`config.mk`:
```
export PLATFORM = sky130hd
export DESIGN_NAME = spi_readback_serializer
export DESIGN_NICKNAME = d
export VERILOG_FILES = /design/src/rtl/spi_pkg.sv /design/src/rtl/p2s_shift_register.sv /design/src/rtl/spi_readback_serializer.sv
export SDC_FILE = /design/constraint.sdc
export NUM_CORES = 1
export LEC_CHECK = 0
export CORE_MARGIN = 2
export CORE_UTILIZATION = 44
export CTS_CLUSTER_SIZE = 24
export DETAILED_ROUTE_END_ITERATION = 12
export PLACE_DENSITY = 0.85
export SLEW_MARGIN = 20
export SYNTH_ARGS = -nofsm -noshare
export SYNTH_HDL_FRONTEND = slang
export SYNTH_SLANG_ARGS = --single-unit
export TNS_END_PERCENT = 30
```
`constraint.sdc`:
```
create_clock -name sclk -period 1.7 [get_ports sclk]
set_input_delay 0.425 -clock sclk [delete_from_list [all_inputs] [get_ports sclk]]
set_output_delay 0.425 -clock sclk [all_outputs]
set_load 0.005 [all_outputs]
```
`src/rtl/spi_pkg.sv`:
```
// rtl/spi_pkg.sv - shared types and constants for the SPI readback path
package spi_pkg;

  localparam int SPI_BYTE_W = 8;

  typedef enum logic [1:0] {
    IDLE  = 2'd0,
    LOAD  = 2'd1,
    SHIFT = 2'd2
  } tx_state_t;

endpackage

```
`src/rtl/p2s_shift_register.sv`:
```
// rtl/p2s_shift_register.sv - 8-bit parallel-to-serial shifter, MSB first, negedge sclk
//   sclk       in   SPI clock, state updates on negedge
//   rstn       in   asynchronous active-low reset
//   load       in   capture d (takes priority over shift)
//   shift      in   shift left by one, zero fill
//   d          in   parallel byte
//   serial_out out  q[7]
module p2s_shift_register
  import spi_pkg::*;
(
  input  logic                  sclk,
  input  logic                  rstn,
  input  logic                  load,
  input  logic                  shift,
  input  logic [SPI_BYTE_W-1:0] d,
  output logic                  serial_out
);

  logic [SPI_BYTE_W-1:0] q_q;
  logic [SPI_BYTE_W-1:0] q_d;

  always_comb begin
    q_d = q_q;
    if (load) begin
      q_d = d;
    end else if (shift) begin
      q_d = {q_q[SPI_BYTE_W-2:0], 1'b0};
    end
  end

  always_ff @(negedge sclk or negedge rstn) begin
    if (!rstn) begin
      q_q <= '0;
    end else begin
      q_q <= q_d;
    end
  end

  assign serial_out = q_q[SPI_BYTE_W-1];

endmodule

```
`src/rtl/spi_readback_serializer.sv`:
```
// rtl/spi_readback_serializer.sv - SPI MISO readback serializer with auto-incrementing pointer
//   sclk       in   SPI clock, state updates on negedge
//   rstn       in   asynchronous active-low (frame-stop) reset
//   tx_en      in   read mode active
//   addr_load  in   start-address strobe from the command decoder
//   start_addr in   first register address
//   rd_data    in   register-bank mux output for rd_addr
//   rd_addr    out  address presented to the register-bank mux
//   miso       out  serial data, MSB first
//   busy       out  high in LOAD or SHIFT
//   byte_done  out  one-period pulse per completed byte
//   addr_ovf   out  sticky, read attempted past the last register (WRAP=0)
module spi_readback_serializer
  import spi_pkg::*;
#(
  parameter int ADDR_W   = 8,
  parameter int NUM_REGS = 16,
  parameter int WRAP     = 0
) (
  input  logic                  sclk,
  input  logic                  rstn,
  input  logic                  tx_en,
  input  logic                  addr_load,
  input  logic [ADDR_W-1:0]     start_addr,
  input  logic [SPI_BYTE_W-1:0] rd_data,
  output logic [ADDR_W-1:0]     rd_addr,
  output logic                  miso,
  output logic                  busy,
  output logic                  byte_done,
  output logic                  addr_ovf
);

  localparam logic [ADDR_W-1:0] LAST_ADDR = ADDR_W'(NUM_REGS - 1);

  tx_state_t             state_q, state_d;
  logic [ADDR_W-1:0]     rd_addr_q, rd_addr_d;
  logic [2:0]            bit_cnt_q, bit_cnt_d;
  logic                  zero_fill_q, zero_fill_d;
  logic                  addr_ovf_q, addr_ovf_d;
  logic                  byte_done_q, byte_done_d;
  logic                  sr_load;
  logic                  sr_shift;
  logic [SPI_BYTE_W-1:0] sr_d;

  always_comb begin
    state_d     = state_q;
    rd_addr_d   = rd_addr_q;
    bit_cnt_d   = bit_cnt_q;
    zero_fill_d = zero_fill_q;
    addr_ovf_d  = addr_ovf_q;
    byte_done_d = 1'b0;
    sr_load     = 1'b0;
    sr_shift    = 1'b0;
    sr_d        = '0;

    case (state_q)
      IDLE: begin
        if (tx_en && addr_load) begin
          rd_addr_d   = start_addr;
          zero_fill_d = 1'b0;
          state_d     = LOAD;
        end
      end
      LOAD: begin
        sr_load = 1'b1;
        if (!tx_en) begin
          state_d = IDLE;
        end else begin
          sr_d      = zero_fill_q ? '0 : rd_data;
          bit_cnt_d = 3'd0;
          state_d   = SHIFT;
        end
      end
      SHIFT: begin
        if (!tx_en) begin
          // Discard the partial byte; clearing the shifter forces miso low.
          sr_load   = 1'b1;
          bit_cnt_d = 3'd0;
          state_d   = IDLE;
        end else begin
          bit_cnt_d = bit_cnt_q + 3'd1;
          // Advance the pointer one period early so the mux has settled
          // by the time the next byte is captured.
          if (bit_cnt_q == 3'd6) begin
            if (rd_addr_q < LAST_ADDR) begin
              rd_addr_d = rd_addr_q + 1'b1;
            end else if (WRAP != 0) begin
              rd_addr_d = '0;
            end else begin
              zero_fill_d = 1'b1;
              addr_ovf_d  = 1'b1;
            end
          end
          if (bit_cnt_q == 3'd7) begin
            sr_load     = 1'b1;
            sr_d        = zero_fill_q ? '0 : rd_data;
            bit_cnt_d   = 3'd0;
            byte_done_d = 1'b1;
          end else begin
            sr_shift = 1'b1;
          end
        end
      end
      default: begin
        state_d = IDLE;
      end
    endcase
  end

  always_ff @(negedge sclk or negedge rstn) begin
    if (!rstn) begin
      state_q     <= IDLE;
      rd_addr_q   <= '0;
      bit_cnt_q   <= 3'd0;
      zero_fill_q <= 1'b0;
      addr_ovf_q  <= 1'b0;
      byte_done_q <= 1'b0;
    end else begin
      state_q     <= state_d;
      rd_addr_q   <= rd_addr_d;
      bit_cnt_q   <= bit_cnt_d;
      zero_fill_q <= zero_fill_d;
      addr_ovf_q  <= addr_ovf_d;
      byte_done_q <= byte_done_d;
    end
  end

  p2s_shift_register u_p2s (
    .sclk       (sclk),
    .rstn       (rstn),
    .load       (sr_load),
    .shift      (sr_shift),
    .d          (sr_d),
    .serial_out (miso)
  );

  assign rd_addr   = rd_addr_q;
  assign busy      = (state_q != IDLE);
  assign byte_done = byte_done_q;
  assign addr_ovf  = addr_ovf_q;

endmodule

```
Word-level counts from Yosys, hierarchy flattened --
Index checks and enable logic that the tools add are counted. Widths: inputs -> output; s select.
Storage, ports and cells: output and inout port bits 12, bits of input ports 20, register bits after elaboration 24
Operators by class: bitwise operators 1, reduce and logical (&&, ||, !) cells 11, multiplexer cells 33, $lt $le $gt $ge 1, add/subtract/negate cells 2, equality and inequality tests 11
Operators with widths (count):
- $mux 8 | 10
- $pmux 8 s2 | 2
- $ne 2x2->1 const B | 7
- $mux 1 | 11
- $reduce_and 5->1 | 2
- $mux 3 | 3
- $add 8x1->8 const B | 1
- $lt 8x4->1 const B | 1
- $reduce_bool 2->1 | 4
- $eq 3x3->1 const B | 2
- $mux 2 | 3
- $pmux 2 s3 | 1
- $pmux 3 s2 | 1
- $pmux 1 s2 | 2
- $reduce_and 2->1 | 2
- $reduce_and 4->1 | 1
- $add 3x1->3 const B | 1
- $eq 2x1->1 const B | 1
- $eq 2x2->1 const B | 1
- $logic_not 2->1 | 1
- $logic_and 1x1->1 | 1
- $not 1->1 | 1

Depth between registers and ports, before layout --
Gate-level depths: netlist (run 1).
word-level depth 6, gate-level depth with buffers 7, depth with buffers taken out 6

Hierarchy --
A second synthesis (run 1) with hierarchy kept.
Second synthesis, totals: cell total of the unflattened synthesis 145, area total of the unflattened synthesis 1448.9 µm²
Modules (own cells, without submodules):
- spi_readback_serializer | cells each 111, instances 1, area an instance 1079.8 µm²
- p2s_shift_register | cells each 34, instances 1, area an instance 369.1 µm²

==> out/qor.txt, run 1 <==
Status -> finished, violations left
Failing checks -> setup timing
CTS max path bufs -> 2
Die W -> 59.57 um
Fin Setup TNS -> -8.732 ns
Most used cell, CP -> inv_2
Fin util -> 68.75%
Pin count of the biggest net entering global routing -> 25
Commonest cells after routing, fill and taps aside -> buf_4, dfrtn_1, nand2_1, buf_2
Synth top area cells -> dfrtn_1, ha_1, a221o_1
Most common cell after layout, fill and taps aside -> buf_4
RePlAce Congestion -> 0.8045
Mapped Area -> 1359 um^2
Area Overhead vs Synth -> 51.93%
Worst-path cell chain -> inv_2 > ha_4 > inv_2 > buf_2
Hold-critical path depth -> 1
Post-DR vias/cell -> 5.736
Synth async-reset ratio -> 100.0%
Clk_skew -> 0.003082 ns
Worst-Skew Late Latency -> 0.31 ns
Hold path startpoint -> u_p2s.q_q[0]
Slew HR -> 78.26%
Die area -> 3549 um^2
Via Count -> 1348
CORE AREA -> 3003 um^2
Slowest stage delay, CP -> 0.45 ns
Nets -> 233
FF-to-FF setup slack -> -0.23 ns
Total wire length -> 3783 um
CTS buffer count -> 3
DRC errors left -> 0
Vias in the first global route -> 1375
Initial antenna violation count -> 0
Seq cells post-synth -> 24
Primary FF master, synth -> dfrtn_1
Crit path from -> state_q[1]
CTS Sinks -> 24
Final setup violation count -> 30
CTS tree -> built
Sequential area share after synthesis -> 44.20%
Leakage -> 1.045 nW
Area leader, netlist -> dfrtn_1
Fin worst setup slack -> -0.6993 ns
Arrival @ worst endpoint -> 1.97 ns
Type of the most critical hold path -> register to register
Routed Antenna Nets -> 0
Fin. Hold Viols -> 0
Crit path capture type -> output port
Detailed placer's ending HPWL -> 2700 um
EDFF count, synth -> 0
Hold endpoint -> u_p2s.q_q[1]
Power density over the cells -> 1534 nW/um^2
Initial core utilization -> 45.25%
Row Count -> 20
First drt pass iteration count -> 4
Critical R2R Launch -> state_q[0]
DRT iter0 DRCs -> 39
Gr ovfl total -> 0
Antenna cells -> 0
Io pins -> 32
Crit Path Max Fanout -> 2
All-Layer GR Usage -> 22.47%
Crit path required time -> 1.27 ns
Post-synth top area share -> 44.20%
Worst path slowest cell -> dfrtn_1
Final Total Pwr -> 0.003168 W
CTS clk-pin slew, worst paths -> 0.09 ns
Syn avg cell area -> 10.14 um^2
Actual slew at the worst max-slew pin -> 0.3258 ns
Yosys Warn Count -> 0
Synth cell types -> 38
Wirelength per Cell -> 16.10 um
Max rail drop VDD -> 0.9337 mV
First-pass GRT wire length -> 6009 um
Layout cells sized above 1 -> 39.11%
Max_cap viols -> 0
Clk root buf -> clkbuf_4
Post-Syn Instances -> 134
Crit Path Category -> register to output port
Chip height -> 59.57 um
Unrepaired setup endpoints after global routing -> yes
Net Count, Synth -> 163
Worst reg2reg path depth -> 9
R2r endpoint -> u_p2s.q_q[7]
I/O Buffers -> 31
Final Max Tran Viols -> 0
H-tree Lvls -> 1
Kind of start point of the critical path -> register
timing repair:
item	4_1_cts	5_1_grt
gates resized for setup	74	12
setup buffers	6	4
pin swaps	9	10
endpoints found under the hold margin	0	0
hold buffers	0	0
endpoints found under the setup margin	36	32
per-stage QoR:
| stage | setup WS [ns] | hold WS, ns | area (um^2) | instances |
|---|---|---|---|---|
| after floorplan | -0.4542 | 0.4115 | 1408 | 134 |
| after global placement | -0.9739 | 0.4500 | 1953 | 222 |
| after detailed placement | -1.065 | 0.4644 | 1953 | 222 |
| after CTS | -0.6696 | 0.4663 | 2007 | 231 |
| after global routing | -0.7386 | 0.4951 | 2064 | 235 |
| final | -0.6993 | 0.4670 | 2064 | 235 |
cell families (layout without fill, tap and decap cells):
group	Yosys count	count (layout)	synth area share (%)
AO/OA/AOI/OAI	32	32	18.88
adder cells (fa/ha/maj)	9	9	8.287
buffers and inverters	15	83	4.604
flip-flops	24	24	44.20
multiplexers	3	3	2.210
AND/OR/NAND/NOR	51	51	21.82
final cells by class:
cell class | count | area [um^2]
Fill cell | 230 | 938.4
Multi-Input combinational cell | 95 | 792.0
Sequential cell | 24 | 600.6
Tap cell | 33 | 41.29
Clock buffer | 3 | 22.52
Timing Repair Buffer | 69 | 554.3
Inverter | 11 | 53.80
critical path, delay by kind of cell (launching register included):
family | cells | cell delay [ns]
adder cells (fa/ha/maj) | 1 | 0.16
buffers and inverters | 3 | 0.21
flip-flops | 1 | 0.45
synth_stat cells (2+ instances only):
library cell	count
a21oi_1	5
nor3b_1	3
ha_1	9
dfrtn_1	24
nand3_1	4
buf_2	2
o21ai_0	5
nand4_1	2
nor2_1	6
inv_1	11
a221o_1	7
nand2_1	16
a32o_1	2
mux2i_1	3
nor3_1	3
and3_1	10
per-layer routing:
layer | routed length (um) | up-vias | track usage [%] | share of wire [%]
met4 | 66 | 0 | 6.984 | 1.7
met5 | 0 | - | 0 | 0
met1 | 1519 | 660 | 25.21 | 40
met3 | 149 | 9 | 2.838 | 3.9
met2 | 2047 | 45 | 43.33 | 54
li1 | - | 634 | - | -
how the worst max path moves through the flow:
stage | cells past startpoint | end
3_5_place_dp | 6 | u_p2s.q_q[7]
3_3_place_gp | 6 | u_p2s.q_q[4]
5_1_grt | 4 | busy
2_1_floorplan | 5 | rd_addr[3]
4_1_cts | 4 | busy
6_report | 4 | busy
registers in the layout, indices dropped and copies added, names as in the netlist:
register / count
state_q: 2
u_p2s.q_q: 8
addr_ovf: 1
rd_addr: 8
byte_done: 1
zero_fill_q: 1
bit_cnt_q: 3
power by group:
part / total (W) / leakage, nW / switching (W) / internal [W]
Combinational: 0.00202 / 0.724 / 0.00101 / 0.00101
Clock: 0.000257 / 0.0138 / 0.000174 / 0.0000830
Sequential: 0.000893 / 0.307 / 0.000121 / 0.000772
Total: 0.00317 / 1.04 / 0.00130 / 0.00187
(Power assumes the default switching activity.)
==> run 2, diff against run 1 <==
Settings changed: SKIP_LAST_GASP from default to 1, SLEW_MARGIN 20 to default.
==> run 2 against run 1 <==
  * The flow still finishes with violations (setup timing)
  * Design area grew 1.9%
  * Sequential power is essentially flat
  * Total power grew 0.75%
  * Worst hold slack lost 0.0024 ns
  * Clock skew is essentially flat
  * Critical path depth is the same
  * Critical path type unchanged
  * Critical endpoint unchanged
==> out/qor.txt, run 2 (synthesized netlist as in run 1, its figures left out) <==
Final Max Tran Viols -> 0 (unchanged)
Fin util -> 70.08% (was 68.75%)
I/O Buffers -> 31 (unchanged)
Crit path max-delay family -> flip-flops (unchanged)
Pin count of the biggest net entering global routing -> 25 (unchanged)
CORE AREA -> 3003 um^2 (unchanged)
Unrepaired setup endpoints after global routing -> yes (unchanged)
Detailed placer's ending HPWL -> 2700 um (unchanged)
Commonest cells after routing, fill and taps aside -> buf_4, dfrtn_1, clkdlybuf4s50_1, nand2_1 (was buf_4, dfrtn_1, nand2_1, buf_2)
RePlAce Congestion -> 0.8045 (unchanged)
Antenna cells -> 0 (unchanged)
Worst-path cell chain -> inv_2 > ha_4 > inv_2 > buf_2 (unchanged)
Max_cap viols -> 0 (unchanged)
Total wire length -> 3770 um (was 3783 um)
Die area -> 3549 um^2 (unchanged)
Initial core utilization -> 45.25% (unchanged)
Fin worst setup slack -> -0.7007 ns (was -0.6993 ns)
DRC errors left -> 0 (unchanged)
Clk_skew -> 0.003515 ns (was 0.003082 ns)
Fill cells -> 222 (was 230)
Layout cells sized above 1 -> 40.00% (was 39.11%)
Wirelength per Cell -> 16.18 um (was 16.10 um)
Gr ovfl total -> 0 (unchanged)
Status -> finished, violations left (unchanged)
Failing checks -> setup timing (unchanged)
# hold bufs at CTS -> 0 (unchanged)
Placement Cell Area -> 1953 um^2 (unchanged)
CTS buffer count -> 3 (unchanged)
Via Count -> 1334 (was 1348)
Actual slew at the worst max-slew pin -> 0.3490 ns (was 0.3258 ns)
Crit path capture type -> output port (unchanged)
Crit Path Max Fanout -> 2 (unchanged)
Post-DR vias/cell -> 5.725 (was 5.736)
Final Instance Area -> 2105 um^2 (was 2064 um^2)
Vias in the first global route -> 1336 (was 1375)
Worst path slowest cell -> dfrtn_1 (unchanged)
Crit path required time -> 1.27 ns (about the same)
First drt pass iteration count -> 4 (unchanged)
First-pass GRT wire length -> 5782 um (was 6009 um)
Fin. Hold Viols -> 0 (unchanged)
CTS Sinks -> 24 (unchanged)
Final setup violation count -> 31 (was 30)
Max rail drop VDD -> 0.9197 mV (was 0.9337 mV)
Die W -> 59.57 um (unchanged)
Kind of start point of the critical path -> register (unchanged)
H-tree Lvls -> 1 (unchanged)
Most used cell, CP -> inv_2 (unchanged)
Clk root buf -> clkbuf_4 (unchanged)
Crit path buffers/inverters -> 3 (unchanged)
CTS max path bufs -> 2 (unchanged)
Type of the most critical hold path -> register to register (unchanged)
Worst-Skew Late Latency -> 0.31 ns (about the same)
DRT iter0 DRCs -> 48 (was 39)
Power density over the cells -> 1516 nW/um^2 (was 1534 nW/um^2)
Fin Hold WS -> 0.4646 ns (was 0.4670 ns)
Slew HR -> 76.07% (was 78.26%)
Area Overhead vs Synth -> 54.88% (was 51.93%)
Fin Setup TNS -> -8.498 ns (was -8.732 ns)
Chip height -> 59.57 um (unchanged)
Arrival @ worst endpoint -> 1.98 ns (was 1.97 ns)
All-Layer GR Usage -> 21.48% (was 22.47%)
Row Count -> 20 (unchanged)
CTS clk-pin slew, worst paths -> 0.09 ns (about the same)
Nets -> 231 (was 233)
CTS tree -> built (unchanged)
Slowest stage delay, CP -> 0.45 ns (about the same)
Crit Path Category -> register to output port (unchanged)
Most common cell after layout, fill and taps aside -> buf_4 (unchanged)
Initial antenna violation count -> 0 (unchanged)
Leakage -> 1.047 nW (was 1.045 nW)
Routed Antenna Nets -> 0 (unchanged)
Io pins -> 32 (unchanged)
[run 2: area by class of cell]
type	count	area, um^2	area share [%]
multi-input cells	95	812.0	38.58
repair buffers	67	574.3	27.29
well taps	33	41.29	1.962
clock buffers	3	22.52	1.070
inverters	11	53.80	2.556
flip-flops and latches	24	600.6	28.54
[run 2: path summary, 6_finish.rpt]
kind                                   start      endpoint  slack (ns)  cells past startpoint
worst min register to register  u_p2s.q_q[0]  u_p2s.q_q[1]        0.46                      1
worst max-delay path              state_q[1]          busy       -0.70                      4
worst max register to register    state_q[1]  u_p2s.q_q[7]       -0.25                      8
max in group asynchronous               rstn    rd_addr[7]        0.34                      2
min in group asynchronous               rstn  bit_cnt_q[0]        1.18                      2
worst min-delay path            u_p2s.q_q[0]  u_p2s.q_q[1]        0.46                      1
[run 2: stage by stage]
stage | instances | worst slack, ns | power (W)
global route | 233 | -0.7403 | 0.003405
detailed placement | 222 | -1.065 | 0.002713
CTS | 231 | -0.6696 | 0.002960
finish | 233 | -0.7007 | 0.003191
global placement | 222 | -0.9739 | 0.002595
floorplan | 134 | -0.4542 | 0.001873
[run 2: power by group]
group	internal (W)	leakage, nW	switching (W)
logic	0.00102	0.725	0.00102
clock network	0.0000830	0.0138	0.000178
registers	0.000772	0.307	0.000120
total	0.00187	1.05	0.00132
[run 2: timing repair]
action | in CTS | in global routing
pin swaps | 0 | 9
setup endpoints to repair | 36 | 36
resized for setup | 44 | 39
hold endpoints to repair | 0 | 0
setup buffers | 6 | 5
[run 2: routing by layer]
| metal | track usage (%) | vias to the layer above | share of wire, % |
|---|---|---|---|
| li1 | - | 628 | - |
| met1 | 24.69 | 655 | 41 |
| met2 | 41.13 | 42 | 53 |
| met3 | 2.838 | 9 | 4.3 |
| met4 | 5.714 | 0 | 1.4 |
| met5 | 0 | - | 0 |
==> run 3, diff against run 2 <==
Settings changed: CELL_PAD_IN_SITES_DETAIL_PLACEMENT from default to 1, CELL_PAD_IN_SITES_GLOBAL_PLACEMENT from default to 2, CORE_MARGIN 2 to default, CORE_UTILIZATION 44 to 27, PLACE_DENSITY 0.85 to 0.84, SKIP_LAST_GASP 1 to default.
==> run 3 against run 2 <==
  * The flow still finishes with violations (setup timing)
  * Sequential share of layout area decreased by 1.9 points
  * Sequential power hardly changed
  * Worst setup slack gained 0.040 ns
  * Via count grew 1.7%
  * Sequential cell count is the same
  * Highest routed layer unchanged
==> out/qor.txt, run 3 (synthesized netlist as in run 1, its figures left out) <==
Status -> finished, violations left (unchanged)
Failing checks -> setup timing (unchanged)
Crit Path Category -> register to output port (unchanged)
CTS buffer count -> 3 (unchanged)
FF-to-FF setup slack -> -0.22 ns (was -0.25 ns)
Area Overhead vs Synth -> 66.11% (was 54.88%)
Chip height -> 72.94 um (was 59.57 um)
Final setup violation count -> 32 (was 31)
Type of the most critical hold path -> register to register (unchanged)
CTS max path bufs -> 2 (unchanged)
Critical R2R Launch -> state_q[0] (was state_q[1])
Max rail drop VDD -> 0.5712 mV (was 0.9197 mV)
Initial core utilization -> 28.39% (was 45.25%)
CTS clk-pin slew, worst paths -> 0.06 ns (was 0.09 ns)
Slew HR -> 77.74% (was 76.07%)
# hold bufs at CTS -> 0 (unchanged)
Vias in the first global route -> 1449 (was 1336)
Reg power frac -> 25.3% (was 27.9%)
Worst slack, placed -> -1.077 ns (was -1.065 ns)
Die area -> 5320 um^2 (was 3549 um^2)
Fin. Hold Viols -> 0 (unchanged)
Leakage -> 1.096 nW (was 1.047 nW)
Placement Cell Area -> 2026 um^2 (was 1953 um^2)
First-pass GRT wire length -> 6865 um (was 5782 um)
First drt pass iteration count -> 4 (unchanged)
DRT iter0 DRCs -> 70 (was 48)
Kind of start point of the critical path -> register (unchanged)
Wirelength per Cell -> 15.74 um (was 16.18 um)
Hold endpoint -> u_p2s.q_q[4] (was u_p2s.q_q[1])
Post-DR vias/cell -> 4.935 (was 5.725)
Crit Path Max Fanout -> 2 (unchanged)
Antenna cells -> 0 (unchanged)
Gate power share -> 63.1% (was 63.9%)
Layout cells sized above 1 -> 45.19% (was 40.00%)
Pint -> 0.002126 W (was 0.001871 W)
Io pins -> 32 (unchanged)
CTS Sinks -> 24 (unchanged)
Nets -> 238 (was 231)
Most common cell after layout, fill and taps aside -> buf_4 (unchanged)
Routed Antenna Nets -> 0 (unchanged)
CORE AREA -> 4786 um^2 (was 3003 um^2)
Worst reg2reg path depth -> 9 (was 8)
Clk root buf -> clkbuf_8 (was clkbuf_4)
Detailed placer's ending HPWL -> 3083 um (was 2700 um)
Final Max Tran Viols -> 0 (unchanged)
DRC errors left -> 0 (unchanged)
Pin count of the biggest net entering global routing -> 25 (unchanged)
Actual slew at the worst max-slew pin -> 0.3328 ns (was 0.3490 ns)
Hold path startpoint -> u_p2s.q_q[3] (was u_p2s.q_q[0])
Via Count -> 1357 (was 1334)
Hold-critical path depth -> 1 (unchanged)
Gr ovfl total -> 0 (unchanged)
Crit path required time -> 1.27 ns (about the same)
Initial antenna violation count -> 0 (unchanged)
Fin util -> 47.16% (was 70.08%)
Arrival @ worst endpoint -> 1.94 ns (was 1.98 ns)
All-Layer GR Usage -> 17.29% (was 21.48%)
Final Total Pwr -> 0.003529 W (was 0.003191 W)
RePlAce Congestion -> 0.7756 (was 0.8045)
Psw -> 0.001403 W (was 0.001320 W)
Power density over the cells -> 1563 nW/um^2 (was 1516 nW/um^2)
CTS tree -> built (unchanged)
Total wire length -> 4329 um (was 3770 um)
Fin worst setup slack -> -0.6609 ns (was -0.7007 ns)
Clk_skew -> 0.002100 ns (was 0.003515 ns)
Row Count -> 25 (was 20)
H-tree Lvls -> 1 (unchanged)
Die W -> 72.94 um (was 59.57 um)
R2r endpoint -> u_p2s.q_q[2] (was u_p2s.q_q[7])
Final Instance Area -> 2257 um^2 (was 2105 um^2)
Unrepaired setup endpoints after global routing -> yes (unchanged)
Crit path capture type -> output port (unchanged)
Clock network power share -> 11.6% (was 8.2%)
Commonest cells after routing, fill and taps aside -> buf_4, dfrtn_1, nand2_1, buf_2, clkdlybuf4s50_1 (was buf_4, dfrtn_1, clkdlybuf4s50_1, nand2_1)
Switch share -> 39.75% (was 41.37%)
I/O Buffers -> 31 (unchanged)
Max_cap viols -> 0 (unchanged)
Worst-Skew Late Latency -> 0.28 ns (was 0.31 ns)
-- run 3: per-layer routing --
metal,GRT usage (%),vias to the layer above,part of all wire (%)
li1,-,643,-
met1,18.77,682,40
met2,33.75,28,56
met3,3.315,4,3.4
met4,4.793,0,0.79
met5,0,-,0
-- run 3: area by class of cell --
class                   instances  area, um^2
fillers                       549        2529
multi-input cells              95       850.8
repair buffers                 74       613.1
flip-flops and latches         24       600.6
well taps                      67       83.83
clock buffers                   4       55.05
inverters                      11       53.80
-- run 3: worst max path at each step --
stage                     cells after the start  slack, ns           end       start
after floorplan                               5      -0.45    rd_addr[3]       tx_en
after global placement                        6      -0.97  u_p2s.q_q[4]       tx_en
after detailed placement                      6      -1.08  u_p2s.q_q[7]       tx_en
after CTS                                     4      -0.65          busy  state_q[1]
after global routing                          4      -0.71          busy  state_q[0]
final                                         4      -0.66          busy  state_q[0]
-- run 3: through the flow --
| step | hold slack (ns) | setup TNS, ns | std cells |
|---|---|---|---|
| floorplan | 0.4115 | -6.220 | 134 |
| finish | 0.4649 | -8.605 | 275 |
| global route | 0.4818 | -9.816 | 275 |
| global placement | 0.4496 | -27.66 | 260 |
| CTS | 0.4608 | -8.581 | 270 |
| detailed placement | 0.4589 | -29.76 | 260 |
-- run 3: worst max-delay path: stages (launching register included) --
cell	delay, ns
dfrtn_1	0.43
inv_2	0.06
ha_4	0.16
inv_2	0.05
buf_2	0.10
-- run 3: power groups by stage --
| stage | Clock, W | Combinational (W) | Sequential (W) |
|---|---|---|---|
| after floorplan | 0 | 0.000910 | 0.000963 |
| after global placement | 0 | 0.00175 | 0.000889 |
| after detailed placement | 0 | 0.00187 | 0.000901 |
| after global routing | 0.000445 | 0.00242 | 0.000915 |
| after CTS | 0.000415 | 0.00205 | 0.000894 |
| final | 0.000409 | 0.00223 | 0.000894 |
-- run 3: timing repair --
action	CTS	global route
cloned	0	0
buffers inserted	6	5
resized for setup	81	20
endpoints found under the setup margin	36	34
pin swaps	14	15
